===== config.mk =====
export PLATFORM = sky130hd
export DESIGN_NAME = mandel_iter_ctrl_flat
export DESIGN_NICKNAME = d
export VERILOG_FILES = /design/src/rtl/mandel_iter_ctrl_if.sv /design/src/rtl/mandel_iter_ctrl.sv /design/src/flat_wrapper.sv
export SDC_FILE = /design/constraint.sdc
export NUM_CORES = 1
export LEC_CHECK = 0
export ABC_CLOCK_PERIOD_IN_PS = 3890
export BUFFER_PORTS_ARGS = -buffer_cell sky130_fd_sc_hd__buf_2
export CAP_MARGIN = 20
export CORE_MARGIN = 2
export CORE_UTILIZATION = 55
export DETAILED_ROUTE_END_ITERATION = 6
export GPL_ROUTABILITY_DRIVEN = 0
export PLACE_DENSITY = 0.75
export SYNTH_ARGS = -nofsm -noshare
export SYNTH_HDL_FRONTEND = slang
export SYNTH_SLANG_ARGS = --single-unit

===== constraint.sdc =====
create_clock -name clock -period 3.89 [get_ports clock]
set_clock_uncertainty 0.2 [all_clocks]
set_input_delay 0.5835 -clock clock [delete_from_list [all_inputs] [get_ports clock]]
set_output_delay 0.5835 -clock clock [all_outputs]
set_load 0.1 [all_outputs]

===== src/rtl/mandel_iter_ctrl_if.sv =====
// mandel_iter_ctrl_if
//   Bundle of every handshake and data signal between the iteration
//   scheduler and its neighbours: the pixel generator (in_*), the
//   fixed-latency Mandelbrot core (core_*) and the colour/framebuffer
//   stage (out_*).
//   modport slave  : scheduler view (drives in_ready, core operands, out_*)
//   modport master : environment view (drives pixels, core results, out_ready)
interface mandel_iter_ctrl_if #(
    parameter int TAGW = 16,
    parameter int ITW  = 8
);
    logic            in_valid;
    logic            in_ready;
    logic [31:0]     in_x0;
    logic [31:0]     in_y0;
    logic [TAGW-1:0] in_tag;

    logic [31:0]     core_x0;
    logic [31:0]     core_y0;
    logic [31:0]     core_xn;
    logic [31:0]     core_yn;
    logic [31:0]     core_xn1;
    logic [31:0]     core_yn1;

    logic            out_valid;
    logic            out_ready;
    logic [TAGW-1:0] out_tag;
    logic [ITW-1:0]  out_iter;
    logic            out_escaped;

    modport slave (
        input  in_valid, in_x0, in_y0, in_tag, core_xn1, core_yn1, out_ready,
        output in_ready, core_x0, core_y0, core_xn, core_yn,
               out_valid, out_tag, out_iter, out_escaped
    );

    modport master (
        output in_valid, in_x0, in_y0, in_tag, core_xn1, core_yn1, out_ready,
        input  in_ready, core_x0, core_y0, core_xn, core_yn,
               out_valid, out_tag, out_iter, out_escaped
    );
endinterface


===== src/rtl/mandel_iter_ctrl.sv =====
// mandel_iter_ctrl
//   Iteration scheduler around a fixed-latency Mandelbrot core (z <- z^2 + c).
//   A LATENCY-deep shadow ring tracks which pixel occupies each core
//   pipeline slot. Each cycle the slot leaving the ring lines up with the
//   core result; the pixel is either recirculated for another pass or
//   retired with its iteration count. Free slots accept new pixels.
// Ports
//   clock  : system clock
//   rst_n  : asynchronous active-low reset, drops every in-flight pixel
//   bus    : mandel_iter_ctrl_if.slave
//            in_*   pixel stream from the pixel generator (valid/ready)
//            core_* operands to / results from the core (no enable)
//            out_*  retired pixel {tag, iter, escaped} (valid/ready)
module mandel_iter_ctrl #(
    parameter int LATENCY = 19,
    parameter int MAXITER = 255,
    parameter int TAGW    = 16,
    parameter int ITW     = 8
) (
    input  logic                   clock,
    input  logic                   rst_n,
    mandel_iter_ctrl_if.slave      bus
);

    typedef struct packed {
        logic            valid;
        logic            done;
        logic            esc;
        logic [ITW-1:0]  iter;
        logic [TAGW-1:0] tag;
        logic [31:0]     x0;
        logic [31:0]     y0;
    } slot_t;

    slot_t ring [LATENCY];
    slot_t emerge;
    slot_t tail;

    logic            run_q;
    logic            out_valid_q;
    logic [TAGW-1:0] out_tag_q;
    logic [ITW-1:0]  out_iter_q;
    logic            out_esc_q;

    logic            esc_now;
    logic [ITW-1:0]  iter_next;
    logic            esc_final;
    logic            finished;
    logic            out_free;
    logic            retire;
    logic            recirc;
    logic            in_ready_c;
    logic            inject;
    logic [31:0]     core_x0_c;
    logic [31:0]     core_y0_c;
    logic [31:0]     core_xn_c;
    logic [31:0]     core_yn_c;

    // Exponent >= 128 means |v| >= 2.0, Inf or NaN.
    always_comb begin
        emerge    = ring[LATENCY-1];
        esc_now   = (bus.core_xn1[30:23] >= 8'd128) || (bus.core_yn1[30:23] >= 8'd128);
        iter_next = emerge.done ? emerge.iter : emerge.iter + ITW'(1);
        esc_final = emerge.done ? emerge.esc : esc_now;
        finished  = emerge.valid && (emerge.done || esc_now || (iter_next == ITW'(MAXITER)));
        out_free  = !out_valid_q || bus.out_ready;
        retire    = finished && out_free;
        recirc    = emerge.valid && !retire;
        // run_q keeps the input closed while reset is asserted, so the core
        // bus stays at zero until the first clock after release.
        in_ready_c = run_q && !recirc;
        inject     = bus.in_valid && in_ready_c;
    end

    // Core operands are driven combinationally: the ring is exactly as deep
    // as the core latency, so operands must reach the core in the same cycle
    // their bookkeeping enters the tail slot.
    always_comb begin
        tail      = '0;
        core_x0_c = '0;
        core_y0_c = '0;
        core_xn_c = '0;
        core_yn_c = '0;
        if (recirc) begin
            tail       = emerge;
            tail.done  = finished;
            tail.esc   = esc_final;
            tail.iter  = iter_next;
            core_x0_c  = emerge.x0;
            core_y0_c  = emerge.y0;
            core_xn_c  = bus.core_xn1;
            core_yn_c  = bus.core_yn1;
        end else if (inject) begin
            tail.valid = 1'b1;
            tail.tag   = bus.in_tag;
            tail.x0    = bus.in_x0;
            tail.y0    = bus.in_y0;
            core_x0_c  = bus.in_x0;
            core_y0_c  = bus.in_y0;
        end
    end

    always_ff @(posedge clock or negedge rst_n) begin
        if (!rst_n) begin
            for (int i = 0; i < LATENCY; i++) begin
                ring[i] <= '0;
            end
            run_q       <= 1'b0;
            out_valid_q <= 1'b0;
            out_tag_q   <= '0;
            out_iter_q  <= '0;
            out_esc_q   <= 1'b0;
        end else begin
            ring[0] <= tail;
            for (int i = 1; i < LATENCY; i++) begin
                ring[i] <= ring[i-1];
            end
            run_q <= 1'b1;
            if (retire) begin
                out_valid_q <= 1'b1;
                out_tag_q   <= emerge.tag;
                out_iter_q  <= iter_next;
                out_esc_q   <= esc_final;
            end else if (bus.out_ready) begin
                out_valid_q <= 1'b0;
            end
        end
    end

    assign bus.in_ready    = in_ready_c;
    assign bus.core_x0     = core_x0_c;
    assign bus.core_y0     = core_y0_c;
    assign bus.core_xn     = core_xn_c;
    assign bus.core_yn     = core_yn_c;
    assign bus.out_valid   = out_valid_q;
    assign bus.out_tag     = out_tag_q;
    assign bus.out_iter    = out_iter_q;
    assign bus.out_escaped = out_esc_q;

endmodule


===== src/flat_wrapper.sv =====
// flat-port wrapper written by rule: the top's interface ports become plain ports
module mandel_iter_ctrl_flat 
#(
    parameter int LATENCY = 19,
    parameter int MAXITER = 255,
    parameter int TAGW    = 16,
    parameter int ITW     = 8
)
  (clock, rst_n, bus_in_valid, bus_in_x0, bus_in_y0, bus_in_tag, bus_core_xn1, bus_core_yn1, bus_out_ready, bus_in_ready, bus_core_x0, bus_core_y0, bus_core_xn, bus_core_yn, bus_out_valid, bus_out_tag, bus_out_iter, bus_out_escaped);
  mandel_iter_ctrl_if #(.TAGW(TAGW), .ITW(ITW)) bus_i ();
  input  logic clock;
  input  logic rst_n;
  input wire logic [$bits(bus_i.in_valid)-1:0] bus_in_valid;
  input wire logic [$bits(bus_i.in_x0)-1:0] bus_in_x0;
  input wire logic [$bits(bus_i.in_y0)-1:0] bus_in_y0;
  input wire logic [$bits(bus_i.in_tag)-1:0] bus_in_tag;
  input wire logic [$bits(bus_i.core_xn1)-1:0] bus_core_xn1;
  input wire logic [$bits(bus_i.core_yn1)-1:0] bus_core_yn1;
  input wire logic [$bits(bus_i.out_ready)-1:0] bus_out_ready;
  output wire logic [$bits(bus_i.in_ready)-1:0] bus_in_ready;
  output wire logic [$bits(bus_i.core_x0)-1:0] bus_core_x0;
  output wire logic [$bits(bus_i.core_y0)-1:0] bus_core_y0;
  output wire logic [$bits(bus_i.core_xn)-1:0] bus_core_xn;
  output wire logic [$bits(bus_i.core_yn)-1:0] bus_core_yn;
  output wire logic [$bits(bus_i.out_valid)-1:0] bus_out_valid;
  output wire logic [$bits(bus_i.out_tag)-1:0] bus_out_tag;
  output wire logic [$bits(bus_i.out_iter)-1:0] bus_out_iter;
  output wire logic [$bits(bus_i.out_escaped)-1:0] bus_out_escaped;
  assign bus_i.in_valid = bus_in_valid;
  assign bus_i.in_x0 = bus_in_x0;
  assign bus_i.in_y0 = bus_in_y0;
  assign bus_i.in_tag = bus_in_tag;
  assign bus_i.core_xn1 = bus_core_xn1;
  assign bus_i.core_yn1 = bus_core_yn1;
  assign bus_i.out_ready = bus_out_ready;
  assign bus_in_ready = bus_i.in_ready;
  assign bus_core_x0 = bus_i.core_x0;
  assign bus_core_y0 = bus_i.core_y0;
  assign bus_core_xn = bus_i.core_xn;
  assign bus_core_yn = bus_i.core_yn;
  assign bus_out_valid = bus_i.out_valid;
  assign bus_out_tag = bus_i.out_tag;
  assign bus_out_iter = bus_i.out_iter;
  assign bus_out_escaped = bus_i.out_escaped;
  mandel_iter_ctrl #(.LATENCY(LATENCY), .MAXITER(MAXITER), .TAGW(TAGW), .ITW(ITW)) u_core (.clock(clock), .rst_n(rst_n), .bus(bus_i));
endmodule

==> summary.md <==
| Metric | Value |
|---|---|
| Status | finished with violations |
| Failing checks | negative setup slack |
| CTS max path bufs | 3 |
| CTS tree | yes |
| Placed Cells | 3,550 |
| Register area | 43,900 um^2 |
| HPWL Detailed | 41,700 um |
| Gate power share | 4.9% |
| Largest net degree at the start of global routing | 120 |
| Post-Syn Area | 47,100 um^2 |
| Wire per inst | 23.7 um |
| Total core area | 85,000 um^2 |
| Post-synth EDFFs | 0 |
| Worst setup margin | -0.115 ns |
| Switch share | 22.6% |
| Worst EP arrival | 3.22 ns |
| Most frequent cells in the layout | 1,752 x dfrtp_1, 174 x buf_2, 165 x clkbuf_16 |
| Synth warnings | 0 |
| Seq cells post-synth | 1,756 |
| Distinct cells, synth | 36 |
| Synth Instances | 2,163 |
| Non-Filler Instances | 3,892 |
| Post-layout min period | 4.00 ns |
| Vias per inst | 4.83 |
| Final period util | 103% |
| DRC | 0 |
| Area delta synth->final | 23.3% |
| Req. time, crit path | 3.11 ns |
| DP Worst Slack | 0.184 ns |
| CTS Buf Count | 159 |
| Initial drt markers | 1,451 |
| Die Y | 297 um |
| Final Max Tran Viols | 0 |
| Fraction of registers with async set/reset | 100% |
| Crit Path Category | reg -> out |
| Most common cell after layout, fill and taps aside | dfrtp_1 |
| Post-layout net count | 2,764 |
| Root buffer cell | clkbuf_16 |
| Layout fillers | 4,860 |
| Seq/Total Area, Yosys | 93.3% |
| Multi-input gate area | 2730 um^2 |
| Max_slew headroom | 38.7% |
| # IOs | 303 |
| Vias in the first global route | 22,300 |
| Final core utilization | 68.3% |
| Leakage power | 30.2 nW |
| Pwr/cell area | 645 nW/um^2 |
| Row cnt | 107 |
| Top_reg_cell synth | dfrtp_1 |
| DRT Pass-1 Iters | 6 |
| DIE AREA | 88,000 um^2 |
| Critical path capture point type | output port |
| Final wirelength | 92,300 um |
| Total congestion overflow | 0 |
| TNS Setup | -4.48 ns |
| Via count | 18,800 |
| Final hold violation count | 0 |
| Avg Cell Area, Syn | 21.8 um^2 |
| Slew @ Worst Pin | 0.919 ns |
| Initial Util | 55.4% |
| Tot GR Track Use | 22.2% |
| H-tree depth reported by CTS | 4 |
| Clock Power Share | 43.1% |
| Area of placed instances | 50,900 um^2 |
| First-pass GRT wire length | 142,000 um |
| Internal | 0.0290 W |
| R2r setup slk | 1.03 ns |
| P_sw | 0.00846 W |
| Layout cells sized above 1 | 28.5% |
| Post-synth net total | 2,312 |
| Startpoint type of the worst setup path | flop |
| Design Area, Final | 58,100 um^2 |
| Buffers on Ports | 302 |
| Sink Count | 1,756 |
| Seq pwr share | 52.0% |
| Die width | 297 um |
| Fmax | 250 MHz |
| Initial antenna violation count | 4 |
| Clk slew on worst S/H paths | 0.06 ns |
| Unrepaired setup endpoints after global routing | true |
| Final ANT Viol Nets | 0 |
| Finish-stage setup viols | 103 |
| Clk Latency, worst-skew pair | 0.74 ns |
| Max Cap Viol | 0 |
| Hold crit path type | in -> reg |
| Worst VDD drop | 0.480 mV |
| Crit-path max FO | 15 |
[cell families (layout without fill, tap and decap cells)]
group | Yosys count | count (layout) | share of synthesized area [%]
DFF | 1756 | 1756 | 93.3
and+or+nand+nor | 178 | 178 | 2.32
buffers and inverters | 105 | 687 | 1.47
muxes | 104 | 104 | 2.55
AOI/OAI and AO/OA | 11 | 11 | 0.189
xor gates and xnor gates | 7 | 7 | 0.130
adders and majority gates | 1 | 1 | 0.0266
other | 1 | 4 | 0.00796
[synthesized netlist by cell type (all sizes together) (2+ instances only)]
library cell,number,area [um^2]
o21ai,3,15.0
nor2b,2,12.5
nand2,7,26.3
nand2b,2,12.5
a21o,2,15.0
dfrtp,1756,43900
inv,3,11.3
xnor2,6,52.6
nor3,2,10.0
nor2,4,15.0
buf,78,586
and2,70,438
clkbuf,24,97.6
mux2,104,1200
nand4b,2,17.5
and3,82,513
[power by group through the flow]
stage	logic, W	registers, W	clock network [W]
3_3_place_gp	0.00154	0.0197	0
4_1_cts	0.00185	0.0195	0.0165
6_report	0.00184	0.0195	0.0161
5_1_grt	0.00196	0.0195	0.0173
3_5_place_dp	0.00159	0.0198	0
2_1_floorplan	0.000712	0.0198	0
[layout make-up]
class	instances	area share, %
Antenna cell	3	0.0129
Clock buffer	227	8.03
Clock inverter	64	1.38
Inverter	3	0.0194
Multi-Input combinational cell	302	4.69
Sequential cell	1756	75.7
Tap cell	1144	2.47
Timing Repair Buffer	393	7.69
[critical path: stages, from the launching register on]
cell and delay (ns):
dfrtp_1 0.42, ha_4 0.19, nand4b_1 0.21, xnor2_2 0.22, and4b_2 0.25, a31oi_4 0.16
buf_12 0.19, buf_16 0.20, mux2_2 0.41, buf_6 0.20
[per-layer routing]
metal / track usage [%] / share of wire [%]
met1: 30.1 / 41
met2: 36.3 / 52
met3: 4.48 / 4.0
met4: 8.20 / 3.1
met5: 0 / 0.014
[path summary, 6_finish.rpt]
kind	end	depth (start not counted)	startpoint
setup reg to reg	u_core.ring[1715]	9	u_core.emerge[81]
max in group asynchronous	u_core.ring[942]	4	rst_n
min in group asynchronous	u_core.ring[1685]	2	rst_n
hold reg to reg	u_core.ring[959]	0	u_core.ring[1050]
setup / recovery	bus_core_x0[4]	9	u_core.emerge[81]
hold / removal	u_core.ring[1707]	3	bus_in_tag[5]
[state kept, by name, summed over array words and instances (netlist names)]
signal and count:
u_core.bus.out_iter 8, u_core.emerge 91, u_core.ring 1638, u_core.bus.out_valid 1, u_core.bus.out_tag 16, u_core.run_q 1
u_core.bus.out_escaped 1
[per-stage QoR]
step                      power (W)  hold slack, ns
after global routing         0.0388          0.0296
after detailed placement     0.0213           0.135
after CTS                    0.0378        0.000452
after floorplan              0.0205          0.0879
after global placement       0.0212           0.131
final                        0.0374          0.0650
[timing repair]
item,in CTS,in global routing
pin swaps,26,8
hold endpoints to repair,114,0
cloned,9,0
endpoints found under the setup margin,127,127
buffers inserted,24,3
hold buffers,16,0
resized for setup,278,36
Power figures use the tool's default switching activity.
